## config.mk

```make
export PLATFORM = sky130hd
export DESIGN_NAME = quad_encoder_gen
export DESIGN_NICKNAME = d
export VERILOG_FILES = /design/src/rtl/quad_encoder_gen.sv
export SDC_FILE = /design/constraint.sdc
export NUM_CORES = 1
export LEC_CHECK = 0
export ABC_AREA = 1
export BUFFER_PORTS_ARGS = -buffer_cell sky130_fd_sc_hd__buf_2
export CAP_MARGIN = 20
export CORE_MARGIN = 2
export CORE_UTILIZATION = 42
export CTS_CLUSTER_SIZE = 16
export DETAILED_ROUTE_END_ITERATION = 8
export GPL_ROUTABILITY_DRIVEN = 1
export SLEW_MARGIN = 20
export SYNTH_ARGS = -nofsm -noshare
export SYNTH_HDL_FRONTEND = slang
export SYNTH_SLANG_ARGS = --single-unit
```

## constraint.sdc

```tcl
create_clock -name clk -period 2.8 [get_ports clk]
set_input_delay 0.14 -clock clk [delete_from_list [all_inputs] [get_ports clk]]
set_output_delay 0.14 -clock clk [all_outputs]
set_load 0.05 [all_outputs]
```

## src/rtl/quad_encoder_gen.sv

```systemverilog
// Quadrature A/B generator: emits N Gray-coded edges, P clocks apart, and tracks position.
// Optional build macro ENC_GEN_ABORT_EN adds a cmd_abort input that stops a running command.
module quad_encoder_gen #(
  parameter int CNT_W = 16,
  parameter int DIV_W = 16
) (
  input  logic             clk,
  input  logic             reset,
`ifdef ENC_GEN_ABORT_EN
  input  logic             cmd_abort,
`endif
  input  logic             cmd_valid,
  output logic             cmd_ready,
  input  logic [CNT_W-1:0] cmd_steps,
  input  logic [DIV_W-1:0] cmd_period,
  output logic [1:0]       enc,
  output logic             busy,
  output logic             done,
  output logic [CNT_W-1:0] pos_count
);

  // state | meaning
  // IDLE  | waiting for a command, cmd_ready high
  // RUN   | emitting edges, timer counts down to the next edge
  typedef enum logic {IDLE, RUN} state_t;

  state_t           state, state_nxt;
  logic [1:0]       enc_nxt;
  logic [CNT_W-1:0] pos_nxt;
  logic [CNT_W-1:0] remaining, rem_nxt;
  logic [DIV_W-1:0] timer, timer_nxt;
  logic [DIV_W-1:0] period, period_nxt;
  logic             dir, dir_nxt;
  logic             done_nxt;
  logic             abort;
  logic [CNT_W-1:0] mag;
  logic [DIV_W-1:0] per;

`ifdef ENC_GEN_ABORT_EN
  assign abort = cmd_abort;
`else
  assign abort = 1'b0;
`endif

  // Negating the most negative value yields 2^(CNT_W-1) when read as unsigned.
  assign mag = cmd_steps[CNT_W-1] ? (~cmd_steps + CNT_W'(1)) : cmd_steps;
  assign per = (cmd_period == '0) ? DIV_W'(1) : cmd_period;

  assign busy      = (state == RUN);
  assign cmd_ready = ~busy;

  // dir=1 is reverse: 00->10->11->01; forward: 00->01->11->10.
  function automatic logic [1:0] gray_step(input logic [1:0] cur, input logic rev);
    logic [1:0] r;
    case (cur)
      2'b00:   r = rev ? 2'b10 : 2'b01;
      2'b01:   r = rev ? 2'b00 : 2'b11;
      2'b11:   r = rev ? 2'b01 : 2'b10;
      default: r = rev ? 2'b11 : 2'b00;
    endcase
    return r;
  endfunction

  always_comb begin
    state_nxt  = state;
    enc_nxt    = enc;
    pos_nxt    = pos_count;
    rem_nxt    = remaining;
    timer_nxt  = timer;
    period_nxt = period;
    dir_nxt    = dir;
    done_nxt   = 1'b0;
    case (state)
      IDLE: begin
        if (cmd_valid) begin
          dir_nxt = cmd_steps[CNT_W-1];
          if (mag == '0) begin
            done_nxt = 1'b1;
          end else begin
            state_nxt  = RUN;
            rem_nxt    = mag;
            timer_nxt  = per;
            period_nxt = per;
          end
        end
      end
      RUN: begin
        if (abort) begin
          state_nxt = IDLE;
          done_nxt  = 1'b1;
          rem_nxt   = '0;
          timer_nxt = '0;
        end else if (timer == DIV_W'(1)) begin
          enc_nxt = gray_step(enc, dir);
          pos_nxt = dir ? (pos_count - CNT_W'(1)) : (pos_count + CNT_W'(1));
          if (remaining == CNT_W'(1)) begin
            state_nxt = IDLE;
            done_nxt  = 1'b1;
            rem_nxt   = '0;
            timer_nxt = '0;
          end else begin
            rem_nxt   = remaining - CNT_W'(1);
            timer_nxt = period;
          end
        end else begin
          timer_nxt = timer - DIV_W'(1);
        end
      end
      default: state_nxt = IDLE;
    endcase
  end

  always_ff @(posedge clk) begin
    if (reset) begin
      state     <= IDLE;
      enc       <= 2'b00;
      pos_count <= '0;
      remaining <= '0;
      timer     <= '0;
      period    <= DIV_W'(1);
      dir       <= 1'b0;
      done      <= 1'b0;
    end else begin
      state     <= state_nxt;
      enc       <= enc_nxt;
      pos_count <= pos_nxt;
      remaining <= rem_nxt;
      timer     <= timer_nxt;
      period    <= period_nxt;
      dir       <= dir_nxt;
      done      <= done_nxt;
    end
  end

endmodule

```

After elaboration in Yosys (flattened, before gate mapping)
Cells that the tools add are included.
- equal/unequal tests: 7
- $add $sub $neg: 5
- bitwise gates (word level): 3
- reduce and logical (&&, ||, !) cells: 8
- multiplexer cells: 28
- operator list (cell ; number):
    $mux 16 ; 11
    $pmux 16 s2 ; 2
    $sub 16x1->16 const B ; 3
    $add 16x1->16 const B ; 2
    $eq 16x1->1 const B ; 2
    $logic_not 16->1 ; 2
    $not 16->16 ; 1
    $mux 1 ; 8
    $mux 2 ; 4
    $pmux 2 s3 ; 1
    $reduce_and 2->1 ; 3
    $reduce_and 3->1 ; 2
    $ne 2x2->1 const B ; 2
    $pmux 1 s2 ; 2
    $eq 2x1->1 const B ; 1
    $eq 2x2->1 const B ; 1
    $logic_not 2->1 ; 1
    $ne 2x1->1 const B ; 1
    $not 1->1 ; 2
- input bits: 35
- output and inout port bits: 21
- logic and storage cells: 59
- register bits: 69

Longest topological paths before layout
- depth in word-level cells: 7
- mapped depth: 17
- mapped depth without buffers: 16

Least setup slack after synthesis
No wires, ideal clock.
- path type: register -> register
- start: register pos_count[0]
- end: register pos_count[12]
- stages on the path, launching flop included: 13
- period minus slack after synthesis: 2.338 ns
- arrival time: 2.229 ns
- setup time: 0.109 ns
- required time: 2.691 ns
- setup slack: 0.462 ns
- buffers on the path: 0
- path through: dfxtp_1 -> inv_1 -> fa_1 -> inv_1 -> a31oi_1 -> o21ai_0 -> a21oi_1 -> inv_1 -> nand2_1 -> nand3_1 -> nand3_1 -> nand2_1 -> inv_1
- longest elaborated chain between the ends: 2
- elaborated cells on any way between the ends: 3
- classes of those cells: add/sub (2); mux (1)
- RTL lines (item ; line ; RTL):
    start: declaration ; 19 ; output logic [CNT_W-1:0] pos_count
    start signal: assignment ; 126 ; pos_count <= pos_nxt;
    $add 16x1->16 or $sub 16x1->16 (tied branches) ; 95 ; pos_nxt = dir ? (pos_count - CNT_W'(1)) : (pos_count + CNT_W'(1));
    $mux 16 (*) ; 95 ;
Every way passes the cells marked *; elsewhere a longest branch is shown, timed or not.
A chain may end at the register's enable or synchronous reset.

Final worst setup path
- start: register dir
- end: register pos_count[15]
- longest elaborated chain between the ends: 1
- RTL lines (item ; line ; RTL):
    start: declaration ; 33 ; logic dir, dir_nxt;
    start signal: assignment ; 130 ; dir <= dir_nxt;
    $mux 16 ; 95 ;
No other way between the ends.

==> flow_summary.toml <==
[layout]
fin_util_pct = 48.8
fin_nets = 943
final_common_cell = "nand2_1"
final_cell_mix = "nand2_1, nand3_1, nor2_1, inv_1, dfxtp_1"
synthToLayoutAreaGrowth_pct = 13.1
insertedDiodeCount = 0
drive_gt1_share_pct = 13.5

[logic_synthesis]
synthCells = 842
yosys_warnings = 0
yosys-top-cells-area = "dfxtp_1, nand2_1, nand3_1, nor2_1, a21oi_1"
syn_nets = 897
synth_compound_area_share_pct = 14.9
synth_top_cell_area_share_pct = 26.7
yosysTopAreaCell = "dfxtp_1"
synth_top_family_by_area = "simple AND/OR/NAND/NOR gates"
synthXorXnorAreaFrac_pct = 4.56
muxShareOfSynthArea_pct = 0
avgSynthCellArea_um2 = 6.15
ys_seq_area_share_pct = 26.7
ys_ff_latch = 69
synth-simple-area-share_pct = 39.3
yosysUniqueCellTypes = 41
synth_fa_ha_area_share_pct = 4.97
syn_area_um2 = 5180

[detailed_routing]
firstDrtPassIters = 5
vias_per_cell = 5.30
vias = 5506
drtIter0Drc = 465
route.detailed.drc = 0
ant_nets = 0
routed_wl_um = 14400
wire_per_inst_um = 13.9

[hold_path]
hold_class = "input pin to flop"

[sta]
clock_skew_ns = 0.00843
period_share_pct = 84.6
finalSetupViolations = 0
setup_ws_ns = 0.432
maxSlewHeadroom_pct = 54.6
finalHoldViolCount = 0
worstMarginPinSlew_ns = 0.682
grt_setup_unrepaired = "false"
max_freq_ghz = 0.422
setup-tns-final_ns = 0
report.final.slew_viol_count = 0
fin_crit_ns = 2.37

[floorplanning]
core_area_um2 = 12000
die_w_um = 115
die_h_um = 115
start_util_pct = 43.1
rows = 40
io_pins = 56
fp.dieArea_um2 = 13200

[run]
maxCapViolCount = 0

[critical_path]
crit_chain = "buf_4 > ha_1 > a21oi_1 > nor2_1 > nor2_1 > nor2_1 > nor3_1 > nand3_1 > nand2_1 > nand3_1 > a21oi_1"
critPathKind = "flop to flop"
cp-end-kind = "flop"
required_ns = 3.07
arrival_ns = 2.63
slowest_delay_ns = 0.50
startpoint_type = "flop"
cp_max_fo = 12
critPathMostFrequentCell = "nor2_1"
crit_slowest_cell = "dfxtp_1"

[power]
leakagePower_nw = 2.92
vdd_drop_max_mv = 0.308
p_total_mw = 2.95
p_per_area_nw_per_um2 = 503

[status]
status = "finished clean"

[clocking]
ctsResizeCount = 0
clk_pin_slew_ns = 0.06
cts_tree = "yes"
cts_hold_buf = 0
post_cts_buffers = 0
ctsHtreeMaxLevel = 3
clockBufferDepth = 2
cts_made_buffers = 9
clock_latency_ns = 0.34
cts_sinks = 69
root_buffer = "clkbuf_16"

[global_route]
grt_pass1_vias = 4974
grt-ovfl-total = 0
gr-usage-all-layers_pct = 22.8
grt_pass1_wl_um = 24300
antenna_found_initial = 0
grt_max_degree = 35

[place]
hpwl_um = 10700
dp_worst_setup_slack_ns = 0.440
port_buffers = 55
globalplace.congestion = 0.872
-- metal layers --
metal / vias to the layer above / wire [um] / track usage, %
met5: - / 0 / 0
met4: 0 / 117 / 4.66
met3: 11 / 877 / 5.22
met2: 158 / 6290 / 35.1
met1: 2493 / 7140 / 32.7
li1: 2844 / - / -
-- path summary, 6_finish.rpt --
check | cells past startpoint | startpoint | slack [ns] | to
max | 11 | dir | 0.43 | pos_count[15]
min | 3 | cmd_period[9] | 0.10 | period[9]
max reg2reg | 11 | dir | 0.43 | pos_count[15]
min reg2reg | 2 | period[0] | 0.46 | period[0]
-- synthesized netlist by cell type, drive strengths merged --
| cell type | number |
|---|---|
| nor2 | 103 |
| nand4 | 8 |
| o21ai | 46 |
| o21a | 3 |
| or2 | 3 |
| nor4 | 5 |
| xor2 | 13 |
| o211a | 1 |
| o21bai | 2 |
| a21o | 5 |
| nor3 | 12 |
| clkbuf | 18 |
| buf | 15 |
| nand3b | 2 |
| ha | 19 |
| inv | 88 |
| clkinv | 1 |
| a21oi | 67 |
| dfxtp | 69 |
| o211ai | 4 |
| nand3 | 105 |
| a221oi | 1 |
| a21boi | 1 |
| nand2 | 224 |
| o22ai | 6 |
| a31oi | 4 |
| xnor2 | 14 |
| o31ai | 2 |
| fa | 1 |
-- critical path: cells and delay by family (launching register included) --
kind / cells / cell delay, ns
AND/OR/NAND/NOR: 7 / 0.81
flip-flops: 1 / 0.50
AO/OA/AOI/OAI: 2 / 0.41
adder cells (fa/ha/maj): 1 / 0.31
buffers and inverters: 1 / 0.27
-- through the flow --
stage,cells,area (um2),hold slack (ns)
4_1_cts,1039,5860,0.0892
3_3_place_gp,1024,5580,0.444
3_5_place_dp,1024,5580,0.449
5_1_grt,1039,5860,0.0994
2_1_floorplan,842,5180,0.307
6_report,1039,5860,0.101
-- layout make-up --
cell class | instances | area [um2]
well taps | 147 | 184
clock buffers | 10 | 229
fillers | 1271 | 6150
repair buffers | 68 | 373
flip-flops and latches | 69 | 1380
clock inverters | 5 | 52.6
inverters | 89 | 334
multi-input cells | 651 | 3300
-- state kept, by name, summed over array words and instances, names as in the netlist --
signal	flops
enc	2
timer	16
period	16
remaining	16
dir	1
busy	1
pos_count	16
done	1
-- logic make-up (layout without fill, tap and decap cells) --
logic type               after synthesis  count (layout)
AO/OA/AOI/OAI                        142             142
flip-flops                            69              69
buffers and inverters                122             172
AND/OR/NAND/NOR                      462             462
XOR/XNOR                              27              27
adder cells (fa/ha/maj)               20              20
-- power by group --
part,internal [mW],leakage (nW),total (mW),switching [mW]
clock,0.679,0.138,1.11,0.432
sequential,1.04,0.566,1.11,0.0645
combinational,0.260,2.22,0.730,0.470
Note: power is estimated with default switching activity, not from simulation.
